### src/rtl/load_store_unit_pkg.sv
// Shared types for the load/store unit: common scalars, the data-memory bus
// records and the LSU opcode, error and state encodings.
package Common;
    typedef logic [31:0] uint32;
endpackage

package MemoryBus;
    import Common::*;

    typedef struct packed {
        uint32      address;
        uint32      write_data;
        logic       mem_read;
        logic       mem_write;
        logic [3:0] mask_byte;
    } Cmd;

    typedef struct packed {
        uint32 read_data;
    } Result;
endpackage

package Lsu;
    typedef enum logic [2:0] {
        LS_B  = 3'd0,
        LS_H  = 3'd1,
        LS_W  = 3'd2,
        LS_BU = 3'd4,
        LS_HU = 3'd5
    } funct3_e;

    typedef enum logic [1:0] {
        ERR_NONE         = 2'd0,
        ERR_MISALIGNED   = 2'd1,
        ERR_ACCESS_FAULT = 2'd2,
        ERR_ILLEGAL      = 2'd3
    } lsu_err_e;

    typedef enum logic [1:0] {
        IDLE   = 2'd0,
        ACCESS = 2'd1,
        RESP   = 2'd2
    } lsu_state_e;

    // Access width in bytes; unknown opcodes report 1 so the range check stays defined.
    function automatic logic [2:0] byte_size(input logic [2:0] f3);
        case (f3)
            LS_W:        byte_size = 3'd4;
            LS_H, LS_HU: byte_size = 3'd2;
            default:     byte_size = 3'd1;
        endcase
    endfunction
endpackage

### src/rtl/load_store_unit_lane_align.sv
// Pure data path: byte-lane mask for stores and lane extraction plus
// sign/zero extension for loads.
module lsu_lane_align
    import Lsu::*;
(
    input  logic [2:0]  funct3,
    input  logic [1:0]  addr_lo,
    input  logic [31:0] read_data,
    output logic [3:0]  mask_byte,
    output logic [31:0] load_data
);
    logic [7:0]  byte_s;
    logic [15:0] half_s;

    // Select the addressed lane, then extend according to the opcode.
    always_comb begin
        byte_s    = read_data[{addr_lo, 3'b000} +: 8];
        half_s    = read_data[{addr_lo[1], 4'b0000} +: 16];
        mask_byte = 4'd0;
        load_data = 32'd0;
        case (funct3)
            LS_B: begin
                mask_byte = 4'b0001 << addr_lo;
                load_data = {{24{byte_s[7]}}, byte_s};
            end
            LS_BU: begin
                mask_byte = 4'b0001 << addr_lo;
                load_data = {24'd0, byte_s};
            end
            LS_H: begin
                mask_byte = 4'b0011 << addr_lo;
                load_data = {{16{half_s[15]}}, half_s};
            end
            LS_HU: begin
                mask_byte = 4'b0011 << addr_lo;
                load_data = {16'd0, half_s};
            end
            LS_W: begin
                mask_byte = 4'b1111;
                load_data = read_data;
            end
            default: begin
                mask_byte = 4'd0;
                load_data = 32'd0;
            end
        endcase
    end
endmodule

### src/rtl/load_store_unit.sv
// Load/store unit: validates one request at a time, issues a single-cycle
// memory command for legal requests and returns data/error over valid/ready.
module load_store_unit
    import Lsu::*;
#(
    parameter logic [31:0] DMEM_BASE = 32'h0000_0000,
    parameter int unsigned DMEM_SIZE = 4096
) (
    input  logic             clk,
    input  logic             rst_n,
    input  logic             req_valid,
    output logic             req_ready,
    input  logic             req_store,
    input  logic [2:0]       req_funct3,
    input  logic [31:0]      req_addr,
    input  logic [31:0]      req_wdata,
    output logic             resp_valid,
    input  logic             resp_ready,
    output logic [31:0]      resp_rdata,
    output logic [1:0]       resp_err,
    output MemoryBus::Cmd    membuscmd,
    input  MemoryBus::Result membusres
);
    // 33-bit bounds so an access ending past 4 GiB cannot wrap into range.
    localparam logic [32:0] RANGE_LO = {1'b0, DMEM_BASE};
    localparam logic [32:0] RANGE_HI = {1'b0, DMEM_BASE} + 33'(DMEM_SIZE);

    lsu_state_e    state_q, state_d;
    logic          store_q, store_d;
    logic [2:0]    funct3_q, funct3_d;
    Common::uint32 addr_q, addr_d;
    Common::uint32 wdata_q, wdata_d;
    Common::uint32 rdata_q, rdata_d;
    lsu_err_e      err_q, err_d;

    lsu_err_e      err_s;
    logic [2:0]    size_s;
    logic [32:0]   last_s;
    logic [3:0]    lane_mask_s;
    logic [31:0]   lane_data_s;

    lsu_lane_align u_lane_align (
        .funct3    (funct3_q),
        .addr_lo   (addr_q[1:0]),
        .read_data (membusres.read_data),
        .mask_byte (lane_mask_s),
        .load_data (lane_data_s)
    );

    // Classify the incoming request: illegal > misaligned > access fault.
    always_comb begin
        size_s = byte_size(req_funct3);
        last_s = {1'b0, req_addr} + {30'd0, size_s} - 33'd1;
        if ((req_funct3 == 3'd3) || (req_funct3 == 3'd6) || (req_funct3 == 3'd7) ||
            (req_store && ((req_funct3 == LS_BU) || (req_funct3 == LS_HU)))) begin
            err_s = ERR_ILLEGAL;
        end else if ((((req_funct3 == LS_H) || (req_funct3 == LS_HU)) && req_addr[0]) ||
                     ((req_funct3 == LS_W) && (req_addr[1:0] != 2'b00))) begin
            err_s = ERR_MISALIGNED;
        end else if (({1'b0, req_addr} < RANGE_LO) || (last_s >= RANGE_HI)) begin
            err_s = ERR_ACCESS_FAULT;
        end else begin
            err_s = ERR_NONE;
        end
    end

    // Next-state and datapath register updates.
    always_comb begin
        state_d  = state_q;
        store_d  = store_q;
        funct3_d = funct3_q;
        addr_d   = addr_q;
        wdata_d  = wdata_q;
        rdata_d  = rdata_q;
        err_d    = err_q;
        case (state_q)
            IDLE: begin
                if (req_valid) begin
                    store_d  = req_store;
                    funct3_d = req_funct3;
                    addr_d   = req_addr;
                    wdata_d  = req_wdata;
                    rdata_d  = 32'd0;
                    err_d    = err_s;
                    state_d  = (err_s == ERR_NONE) ? ACCESS : RESP;
                end else begin
                    state_d = IDLE;
                end
            end
            ACCESS: begin
                rdata_d = store_q ? 32'd0 : lane_data_s;
                err_d   = ERR_NONE;
                state_d = RESP;
            end
            RESP: begin
                if (resp_ready) begin
                    state_d = IDLE;
                end else begin
                    state_d = RESP;
                end
            end
            default: begin
                state_d = IDLE;
            end
        endcase
    end

    // State and datapath registers.
    always_ff @(posedge clk or negedge rst_n) begin
        if (!rst_n) begin
            state_q  <= IDLE;
            store_q  <= 1'b0;
            funct3_q <= 3'd0;
            addr_q   <= 32'd0;
            wdata_q  <= 32'd0;
            rdata_q  <= 32'd0;
            err_q    <= ERR_NONE;
        end else begin
            state_q  <= state_d;
            store_q  <= store_d;
            funct3_q <= funct3_d;
            addr_q   <= addr_d;
            wdata_q  <= wdata_d;
            rdata_q  <= rdata_d;
            err_q    <= err_d;
        end
    end

    // Bus command is live only in ACCESS; rst_n gating kills a write the instant reset asserts.
    always_comb begin
        membuscmd = '0;
        if ((state_q == ACCESS) && rst_n) begin
            membuscmd.address = {addr_q[31:2], 2'b00};
            if (store_q) begin
                membuscmd.mem_write  = 1'b1;
                membuscmd.write_data = wdata_q;
                membuscmd.mask_byte  = lane_mask_s;
            end else begin
                membuscmd.mem_read = 1'b1;
            end
        end else begin
            membuscmd = '0;
        end
    end

    assign req_ready  = (state_q == IDLE);
    assign resp_valid = (state_q == RESP);
    assign resp_rdata = rdata_q;
    assign resp_err   = err_q;
endmodule

### config.mk
export PLATFORM = sky130hd
export DESIGN_NAME = load_store_unit
export DESIGN_NICKNAME = d
export VERILOG_FILES = /design/src/rtl/load_store_unit_pkg.sv /design/src/rtl/load_store_unit_lane_align.sv /design/src/rtl/load_store_unit.sv
export SDC_FILE = /design/constraint.sdc
export NUM_CORES = 1
export LEC_CHECK = 0
export CORE_ASPECT_RATIO = 1.1
export CORE_MARGIN = 2
export CORE_UTILIZATION = 40
export DETAILED_ROUTE_END_ITERATION = 12
export PLACE_DENSITY = 0.73
export SKIP_CTS_REPAIR_TIMING = 1
export SLEW_MARGIN = 10
export SYNTH_ARGS = -nofsm -noshare
export SYNTH_HDL_FRONTEND = slang
export SYNTH_HIERARCHICAL = 1
export SYNTH_SLANG_ARGS = --single-unit
export TNS_END_PERCENT = 20
### constraint.sdc
create_clock -name clk -period 1.75 [get_ports clk]
set_clock_uncertainty 0.1 [all_clocks]
set_input_delay 0.35 -clock clk [delete_from_list [all_inputs] [get_ports clk]]
set_output_delay 0.35 -clock clk [all_outputs]
set_load 0.05 [all_outputs]
==> flow_summary.toml <==
[synthesis]
async_flop_share_pct = 100
synth_top_area_cell = "dfrtp_1"
seq_area_frac_synth_pct = 33.4
synth_area_mm2 = 0.00778
synthTopCellsByArea = "dfrtp_1, mux2_2, and3_1, ha_1, a22o_1"
synth.top_cell.area_share_pct = 33.4
synth_edf_count = 0
ys_ff_latch = 104
synthCells = 849
yosysUniqueCellTypes = 83
avgSynthCellArea_um2 = 9.17
synth_ff_type = "dfrtp_1"
synth_warnings = 6

[finish]
fin_nets = 1362
layoutNonFillerInstCount = 1476
fin_area_mm2 = 0.0137
drive_gt1_share_pct = 46.3
area_growth_pct = 75.5
utilization_pct = 71.5

[routing]
vias_per_cell = 5.63
drt-total-wl_mm = 28.3
first_iter_violations = 677
wl_per_cell_um = 19.2
via_count = 8305
dr.pass1.iters = 5
drc_errors = 0
ant_nets = 0

[timing]
rsz0062_at_grt = "yes"
final_max_slew_viol_count = 0
fin_ws_ns = -1.60
relSlewSlack_pct = 60.1
fmax_ghz = 0.298
period_share_pct = 192
period_needed_ns = 3.35
worst_pin_slew_ns = 0.599
hold_viol = 0
setup_viol = 98
tns_ns = -29.67

[worst_setup_path]
start_kind = "input pin"
cp_data_arrival_time_ns = 3.54
path_class = "in -> reg"
worstPathMaxFanout = 6
endpoint_kind = "register"
worstPathRequired_ns = 1.94

[placement]
dpl.cell_count = 1438
gp_congestion = 0.943
hpwlAfterDp_mm = 20.4
placement.io_buffers = 207
place_area_mm2 = 0.0124

[power_and_ir_drop]
power.leakage_uw = 0.00609
power_density_mw_per_mm2 = 670
max-vdd-ir-drop_mv = 0.512
power_uw = 9150

[clock_network]
tritoncts = "yes"
clkTransAtPathRegs_ns = 0.09
htreeDepth = 3
clk_latency_ns = 0.36
clk_path_buf_depth = 2
cts_root_buf = "clkbuf_16"
cts_buffers = 9
cts_sinks = 104

[floorplanning]
dieArea_mm2 = 0.0206
die_w_um = 137
core_mm2 = 0.0191
placementRows = 53
ios = 210
die_h_um = 150
initial_utilization_pct = 40.7

[global_route]
gr-total-overflow = 0
grt_max_degree = 64
antenna_found_initial = 1
grt_pass1_vias = 8175
grt_pass1_wl_mm = 41.6
grt_usage_pct = 25.5

[worst_hold_path]
min_path_type = "in -> async"

[flow_run]
drv_cap = 0

[outcome]
status = "finished with violations"
violations = "negative setup slack"
-- path summary, 6_finish.rpt --
kind                                    start        endpoint  slack, ns  depth (start not counted)
worst max-delay path            req_funct3[2]      state_q[0]      -1.60                         16
worst min-delay path                    rst_n     wdata_q[29]       0.06                          3
worst max register to register      addr_q[1]  resp_rdata[10]      -0.16                          6
worst min register to register    wdata_q[21]     wdata_q[21]       0.41                          1
max in group asynchronous               rst_n     wdata_q[12]       0.85                          3
min in group clk                req_funct3[0]     funct3_q[0]       0.15                          2
-- metrics by stage --
step                      setup WS, ns  hold slack, ns
after global routing             -1.75          0.0722
after global placement           -2.50           0.264
after floorplan                  -1.62         -0.0456
final                            -1.60          0.0629
after CTS                        -2.18          -0.141
after detailed placement         -2.55           0.264
-- registers in the layout, indices dropped and copies added (netlist names) --
signal	cells
addr_q	32
wdata_q	32
funct3_q	3
state_q	2
store_q	1
resp_err	2
resp_rdata	32
-- report_power, final --
part,total (uW),switching (uW),internal (uW)
sequential,3020,246,2770
clock,2250,1090,1150
combinational,3890,1890,2000
total,9150,3220,5930
-- cell type report --
| type | count | area (um^2) |
|---|---|---|
| diodes | 1 | 2.50 |
| clock inverters | 7 | 92.6 |
| inverters | 55 | 216 |
| clock buffers | 9 | 225 |
| repair buffers | 416 | 4700 |
| multi-input cells | 637 | 5510 |
| flip-flops and latches | 104 | 2610 |
| well taps | 247 | 309 |
| fillers | 1371 | 5440 |
-- cells in the mapped netlist (all sizes together), types with 4 or more instances --
cell type  count
a2111oi        5
a211o          4
a211oi        10
a21o           8
a21oi         60
a22o          33
a31oi          5
a32oi          7
and2           9
and3          75
buf           18
clkbuf        36
dfrtp        104
ha            34
inv           55
mux2          82
mux2i          5
mux4           5
nand2         64
nand2b        10
nand3         17
nand4         10
nor2          38
nor2b         10
nor3          16
nor4           6
o211ai        25
o21a           7
o21ai         32
o31ai          7
or4            4
-- per-layer routing --
metal,vias up,GRT usage [%],routed length [um]
met4,0,9.28,730
met5,-,0,0
met2,328,44.3,14200
met3,52,4.34,1790
met1,3999,31.5,11600
li1,3926,-,-
-- cells in the final DEF (no fill, tap or decap), drive strengths merged, types with 8 or more instances in the layout --
cell type and instances:
a211oi 10, a21o 8, a21oi 60, a22o 33
and2 9, and3 75, buf 314, clkbuf 12
clkdlybuf4s50 93, dfrtp 104, ha 34, inv 59
mux2 82, nand2 64, nand2b 10, nand3 17
nand4 10, nor2 38, nor2b 10, nor3 16
o211ai 25, o21ai 32
-- worst max-delay path: stages --
cell and delay (ns):
buf_8 0.11, nor2_4 0.13, nand2_4 0.08, buf_6 0.12
ha_4 0.24, fa_2 0.37, nand2b_4 0.15, a21oi_4 0.20
o21ai_4 0.09, a2111oi_4 0.52, buf_4 0.22, o221ai_4 0.13
a2111oi_4 0.35, and4b_1 0.26, nand4_1 0.11, nor3_2 0.11
-- cell families (layout without fill, tap and decap cells) --
kind of cell / count (synthesis) / count (layout) / share of synthesized area (%)
AOI/OAI and AO/OA: 230 / 230 / 21.5
DFF: 104 / 104 / 33.4
buffers and inverters: 109 / 487 / 5.82
xor gates and xnor gates: 3 / 3 / 0.338
adders and majority gates: 35 / 35 / 5.72
muxes: 92 / 92 / 14.0
other: 1 / 3 / 0.0482
and+or+nand+nor: 275 / 275 / 19.1
(Power assumes the default switching activity.)
